<file path="src/rtl/sbox_stim_pkg.sv">
// Shared types and constants for the Sbox chain stimulus/capture controller.
// The optional LFSR stimulus source is enabled with the SBOX_STIM_LFSR_EN macro.
package sbox_stim_pkg;

  localparam int DEF_DATA_W = 8;
  localparam int DEF_CNT_W  = 4;

  // Fibonacci taps for x^8+x^6+x^5+x^4+1: register bits 7,5,4,3 feed back
  localparam logic [7:0] LFSR_TAPS   = 8'hB8;
  // An all-zero LFSR never leaves zero, so a zero seed is swapped for this
  localparam logic [7:0] LFSR_SEED_NZ = 8'h01;

  typedef enum logic [1:0] {
    ST_IDLE = 2'd0,
    ST_LOAD = 2'd1,
    ST_RUN  = 2'd2,
    ST_HOLD = 2'd3
  } state_t;

  // One Fibonacci step: shift left, feedback is the XOR of the tapped bits
  function automatic logic [7:0] lfsr_next(input logic [7:0] s);
    return {s[6:0], ^(s & LFSR_TAPS)};
  endfunction

endpackage

</file>
<file path="src/rtl/sbox_stim_lfsr.sv">
// 8-bit Fibonacci LFSR stimulus source for the chain data input.
// Only instantiated when SBOX_STIM_LFSR_EN is defined.
module sbox_stim_lfsr
  import sbox_stim_pkg::*;
(
  input  logic       clk,
  input  logic       rst,
  input  logic       load,
  input  logic [7:0] seed,
  input  logic       step,
  output logic [7:0] value
);

  // Seed load has priority over stepping; a zero seed is replaced by a nonzero one
  always_ff @(posedge clk) begin
    if (rst) begin
      value <= '0;
    end else if (load) begin
      value <= (seed == 8'h00) ? LFSR_SEED_NZ : seed;
    end else if (step) begin
      value <= lfsr_next(value);
    end
  end

endmodule

</file>
<file path="src/rtl/sbox_stim_ctrl.sv">
// Single-shot stimulus/capture wrapper around the 8-bit Sbox iteration chain.
// Accepts a command, loads the chain, waits WAIT_CYCLES while it iterates, then
// returns the captured chain output on a valid/ready result port.
// Optional feature macro: SBOX_STIM_LFSR_EN (LFSR-driven chain data during RUN).
//
// Handshakes: a transfer happens on a rising edge where valid && ready are both
// high; a producer holds valid and its payload stable until that edge, and a
// consumer may drive ready independently of valid.
module sbox_stim_ctrl
  import sbox_stim_pkg::*;
#(
  parameter int DATA_W      = DEF_DATA_W,
  parameter int CNT_W       = DEF_CNT_W,
  parameter int WAIT_CYCLES = 12,
  parameter int WAIT_W      = 8
) (
  input  logic              clk,
  input  logic              rst,
  input  logic              cmd_valid,
  output logic              cmd_ready,
  input  logic [CNT_W-1:0]  cmd_start,
  input  logic [DATA_W-1:0] cmd_value,
  output logic              res_valid,
  input  logic              res_ready,
  output logic [DATA_W-1:0] res_data,
  output logic [DATA_W-1:0] chain_value_in,
  output logic [CNT_W-1:0]  chain_start,
  output logic              chain_rst,
  input  logic [DATA_W-1:0] chain_value_out,
  output logic              busy
);

  state_t            state;
  logic [WAIT_W-1:0] wait_cnt;
  logic              accept;

  assign accept    = cmd_valid && cmd_ready;
  assign cmd_ready = (state == ST_IDLE);
  assign busy      = (state != ST_IDLE);
  // The chain is held in load while we are in reset as well as in LOAD
  assign chain_rst = rst || (state == ST_LOAD);

  // Control FSM: command latch, load pulse, RUN countdown, capture and result hold
  always_ff @(posedge clk) begin
    if (rst) begin
      state       <= ST_IDLE;
      wait_cnt    <= '0;
      res_valid   <= 1'b0;
      res_data    <= '0;
      chain_start <= '0;
    end else begin
      case (state)
        ST_IDLE: begin
          if (accept) begin
            chain_start <= cmd_start;
            state       <= ST_LOAD;
          end
        end
        ST_LOAD: begin
          wait_cnt <= WAIT_W'(WAIT_CYCLES);
          state    <= ST_RUN;
        end
        ST_RUN: begin
          wait_cnt <= wait_cnt - WAIT_W'(1);
          if (wait_cnt == WAIT_W'(1)) begin
            res_data  <= chain_value_out;
            res_valid <= 1'b1;
            state     <= ST_HOLD;
          end
        end
        ST_HOLD: begin
          if (res_valid && res_ready) begin
            res_valid <= 1'b0;
            state     <= ST_IDLE;
          end
        end
        default: begin
          state <= ST_IDLE;
        end
      endcase
    end
  end

`ifdef SBOX_STIM_LFSR_EN
  logic [7:0] lfsr_value;

  // Seeded on command accept so the seed is on the chain input during LOAD;
  // steps at the end of every RUN cycle.
  sbox_stim_lfsr u_lfsr (
    .clk   (clk),
    .rst   (rst),
    .load  (accept),
    .seed  (8'(cmd_value)),
    .step  (state == ST_RUN),
    .value (lfsr_value)
  );

  assign chain_value_in = DATA_W'(lfsr_value);
`else
  logic [DATA_W-1:0] value_q;

  // Latched command value drives the chain input through LOAD and RUN
  always_ff @(posedge clk) begin
    if (rst) begin
      value_q <= '0;
    end else if (accept) begin
      value_q <= cmd_value;
    end
  end

  assign chain_value_in = value_q;
`endif

endmodule
</file>
<file path="config.mk">
export PLATFORM = sky130hd
export DESIGN_NAME = sbox_stim_ctrl
export DESIGN_NICKNAME = d
export VERILOG_FILES = /design/src/rtl/sbox_stim_pkg.sv /design/src/rtl/sbox_stim_lfsr.sv /design/src/rtl/sbox_stim_ctrl.sv
export SDC_FILE = /design/constraint.sdc
export NUM_CORES = 1
export LEC_CHECK = 0
export ABC_AREA = 1
export CORE_MARGIN = 3
export CORE_UTILIZATION = 48
export CTS_CLUSTER_SIZE = 12
export DETAILED_ROUTE_END_ITERATION = 8
export PLACE_DENSITY_LB_ADDON = 0.05
export SETUP_SLACK_MARGIN = 0.05
export SLEW_MARGIN = 20
export SYNTH_ARGS = -nofsm -noshare
export SYNTH_HDL_FRONTEND = slang
export SYNTH_SLANG_ARGS = --single-unit
</file>
<file path="constraint.sdc">
create_clock -name clk -period 4.4 [get_ports clk]
set_input_delay 0.44 -clock clk [delete_from_list [all_inputs] [get_ports clk]]
set_output_delay 0.44 -clock clk [all_outputs]
set_load 0.005 [all_outputs]
</file>
* After elaboration in Yosys (flattened, before gate mapping)
Cells that the tools add are included.
Storage, ports and cells: register bits after elaboration 31, output and inout bits 24
Cells by class: $add $sub $neg 1, equal/unequal tests 7, muxes and demuxes 8, reductions and logical operators 11
Operators with widths (number):
- $pmux W8 S2 | 1
- $eq A8 B1 Y1 const B | 1
- $pmux W2 S4 | 1
- $sub A8 B1 Y8 const B | 1
- $mux W2 | 3
- $reduce_and A3 Y1 | 2
- $reduce_bool A2 Y1 | 3
- $eq A2 B2 Y1 const B | 2
- $ne A2 B2 Y1 const B | 2
- $reduce_and A2 Y1 | 2
- $eq A2 B1 Y1 const B | 1
- $logic_and A1 B1 Y1 | 2
- $logic_not A2 Y1 | 1
- $mux W1 | 2
- $ne A2 B1 Y1 const B | 1
- $pmux W1 S2 | 1
- $logic_or A1 B1 Y1 | 1

* Logic depth before layout (Yosys ltp)
depth in word-level cells 4, depth in mapped cells 9, depth with buffers taken out 8

* Worst setup path before layout
Ideal clock, no wire load.
path kind reg2reg, start register state[0], end register wait_cnt[2], setup time 0.115 ns, arrival time 1.273 ns, required time 4.285 ns, slack 3.012 ns, stages on the path, launching flop included 10, buffers on the path 1, cells stage by stage dfxtp_1 > inv_1 > ha_1 > buf_2 > inv_1 > nor2_1 > inv_1 > o21ai_0 > o21ai_0 > inv_1
On the way: cells in the longest elaborated chain, start to end 2, elaborated cells on any way between the ends 4, classes of those cells eq/ne: 2; mux: 1; reduce/logical: 1
Ends and longest elaborated chain:
- start, declared | line sbox_stim_ctrl.sv:33 | state_t state;
- start signal, assigned | line sbox_stim_ctrl.sv:46 | state <= ST_IDLE;
- start signal, assigned | line sbox_stim_ctrl.sv:56 | state <= ST_LOAD;
- start signal, assigned | line sbox_stim_ctrl.sv:61 | state <= ST_RUN;
- $eq A2 B2 Y1 / $eq A2 B1 Y1 (equally long branches) | line sbox_stim_ctrl.sv:52 | case (state)
- $pmux W8 S2 / $reduce_bool A2 Y1 (equally long branches)
- end signal, assigned | line sbox_stim_ctrl.sv:60 | wait_cnt <= WAIT_W'(WAIT_CYCLES);
- end signal, assigned | line sbox_stim_ctrl.sv:64 | wait_cnt <= wait_cnt - WAIT_W'(1);
- end, declared | line sbox_stim_ctrl.sv:34 | logic [WAIT_W-1:0] wait_cnt;
Parallel ways exist; a longest one is shown, timed or not. A chain may end at the register's enable or synchronous reset.

* Worst setup path in the final report
start input rst, end output chain_rst
On the way: cells in the longest elaborated chain, start to end 1
Ends and longest elaborated chain:
- start, declared | line sbox_stim_ctrl.sv:18 | input logic rst,
- $logic_or A1 B1 Y1 | line sbox_stim_ctrl.sv:41 | assign chain_rst = rst || (state == ST_LOAD);
- end, declared | line sbox_stim_ctrl.sv:28 | output logic chain_rst,
No other way between the ends.

==> results.yml <==
timing:
  final.setup.tns_ps: 0
  min_period_ps: 2340
  hold_violations: 0
  period_share: 0.533
  rsz0062_at_grt: "false"
  worst_slack_ps: 2060
  skew_ps: 10.2
  drv_slew: 0
  fmax_mhz: 427
  tightest_slew_ps: 574
  relSlewSlack: 0.617
  setup_viol: 0
place:
  gp_congestion: 0.807
  post-place-ws_ps: 2060
  hpwl_um: 2380
  port_buffers: 47
floorplan:
  io_pins: 48
  coreArea_um2: 2610
  die_width_um: 59.8
  dieArea_um2: 3570
  die_h_um: 59.8
  rows: 18
  initial_utilization: 0.532
job:
  drv_cap: 0
routing:
  wl_per_cell_um: 12.3
  drc: 0
  viasPerCell: 4.94
  met3_length_um: 222
  drt-met1-wl_um: 1350
  wirelength_um: 3110
  postRouteAntennaNets: 0
  vias: 1255
  routed-wl-met2_um: 1520
  first_pass_iters: 4
  drt_iter0_markers: 50
  top_layer: "met4"
clocking:
  cts_sinks: 31
  clk_pin_slew_worst_paths_ps: 90
  clk_latency_ps: 310
  htree_levels: 2
  cts_hold_buf: 0
  cts_tree: "yes"
  cts_buffer_depth: 2
  cts.repair.resized: 0
  cts-root-buf: "clkbuf_4"
  post_cts_buffers: 0
  numCtsBuffers: 5
power_and_ir_drop:
  swShare: 0.407
  vdd_drop_max_v: 0.000498
  power_frac_comb: 0.496
  p_per_area_nw_per_um2: 582
  clkPwrFrac: 0.137
  p_sw_uw: 455
  p_leak_nw: 0.789
  p_int_uw: 662
  seq_power_share: 0.367
yosys:
  synth.area.mux_share: 0
  synth_adder_area_share: 0.0631
  yosys.area_share.simple: 0.285
  synth-compound-area-share: 0.123
  ys_types: 27
  synthesis.area_um2: 1390
  synth_top_family_by_area: "simple AND/OR/NAND/NOR gates"
  yosys_warnings: 0
  synthTopCellsByArea: "dfxtp_1, nor2_1, ha_1, nand2_1, o21ai_0"
  yosys_register_bits: 31
  seq_area_frac_synth: 0.447
  syn_area_per_cell_um2: 7.94
  yosysTopAreaCellShare: 0.447
  synth-xor-area-share: 0.0189
  syn_nets: 206
  yosysTopAreaCell: "dfxtp_1"
  syn_inst: 175
grt:
  grt_use_total: 0.191
  grt_antenna_before_repair: 0
  grt_pass1_vias: 1169
  gr-total-overflow: 0
  grt_pass1_wl_um: 5210
  grt_max_degree: 16
final_layout:
  final_cell_mix: "clkdlybuf4s50_1, nor2_1, dfxtp_1, nand2_1"
  antenna_cells: 0
  nNetsFinal: 254
  drive_gt1_frac: 0.0804
  area_delta_synth_final_pct: 38.1
  layout_commonest_cell: "clkdlybuf4s50_1"
critical_path:
  endpoint_kind: "primary output"
  reg2reg_from: "state[0]"
  r2r_cells: 7
  worstPathArrival_ps: 1900
  cp-start-kind: "input pin"
  r2r_slack_ps: 2770
  crit_type: "input pin to primary output"
  crit_required_ps: 3960
  r2r_end: "wait_cnt[2]"
  worst-path-max-fanout: 13
min_path:
  worstHoldPathCells: 2
  holdPathEnd: "res_data[1]"
  hp-start: "res_data[1]"
  min_path_type: "register to register"
status:
  status: "completed"
flip-flops by register name, summed over array words and instances, names as in the netlist:
name            flops
chain_start         4
chain_value_in      8
state               2
res_data            8
wait_cnt            8
res_valid           1
worst max-delay path by stage:
stage | to | cells past startpoint | startpoint
after floorplan | wait_cnt[2] | 9 | state[0]
after global placement | chain_rst | 3 | rst
after detailed placement | chain_rst | 3 | rst
after CTS | chain_rst | 3 | rst
after global routing | chain_rst | 3 | rst
final | chain_rst | 3 | rst
power by group through the flow:
| stage | combinational [mW] | sequential, mW | clock [mW] |
|---|---|---|---|
| detailed placement | 0.560 | 0.417 | 0 |
| floorplan | 0.386 | 0.412 | 0 |
| global placement | 0.541 | 0.413 | 0 |
| global route | 0.635 | 0.421 | 0.168 |
| CTS | 0.562 | 0.410 | 0.157 |
| finish | 0.554 | 0.410 | 0.152 |
metrics by stage:
step	instance area (um^2)	util	instances	power (mW)	hold slack [ps]
3_5_place_dp	1870	0.715	246	0.976	459
2_1_floorplan	1390	-	175	0.797	457
6_report	1920	0.734	254	1.12	473
3_3_place_gp	1870	0.715	246	0.954	450
5_1_grt	1920	0.734	254	1.22	488
4_1_cts	1920	0.734	254	1.13	472
per-layer routing:
metal / global-route usage / vias to the layer above
met1: 0.226 / 562
li1: - / 656
met3: 0.0583 / 2
met2: 0.329 / 35
met5: 0 / -
met4: 0.0601 / 0
synthesized netlist by cell type (all sizes together):
| library cell | count |
|---|---|
| or2 | 1 |
| nand3b | 1 |
| buf | 3 |
| a21oi | 12 |
| o21a | 1 |
| nand2 | 27 |
| ha | 7 |
| a31oi | 1 |
| inv | 16 |
| nor2 | 37 |
| xnor2 | 1 |
| a211oi | 1 |
| nor3 | 1 |
| o21ai | 17 |
| clkbuf | 3 |
| nand3 | 11 |
| nand4 | 1 |
| dfxtp | 31 |
| nor3b | 1 |
| xor2 | 2 |
kinds of logic (layout without fill, tap and decap cells):
kind of cell / count (synthesis) / after routing
simple gates: 80 / 80
xor+xnor: 3 / 3
flops: 31 / 31
compound gates: 32 / 32
buf+inv: 22 / 71
fa+ha+maj: 7 / 7
critical path, stage by stage:
cell             delay, ps
clkdlybuf4s50_1        640
or2_2                  380
clkdlybuf4s50_1        440
area by class of cell:
type | count | area [um^2]
Inverter | 16 | 60.1
Fill cell | 212 | 694
Clock inverter | 1 | 5.00
Timing Repair Buffer | 47 | 470
Sequential cell | 31 | 621
Multi-Input combinational cell | 122 | 679
Tap cell | 30 | 37.5
Clock buffer | 7 | 45.0
(Power assumes the default switching activity.)
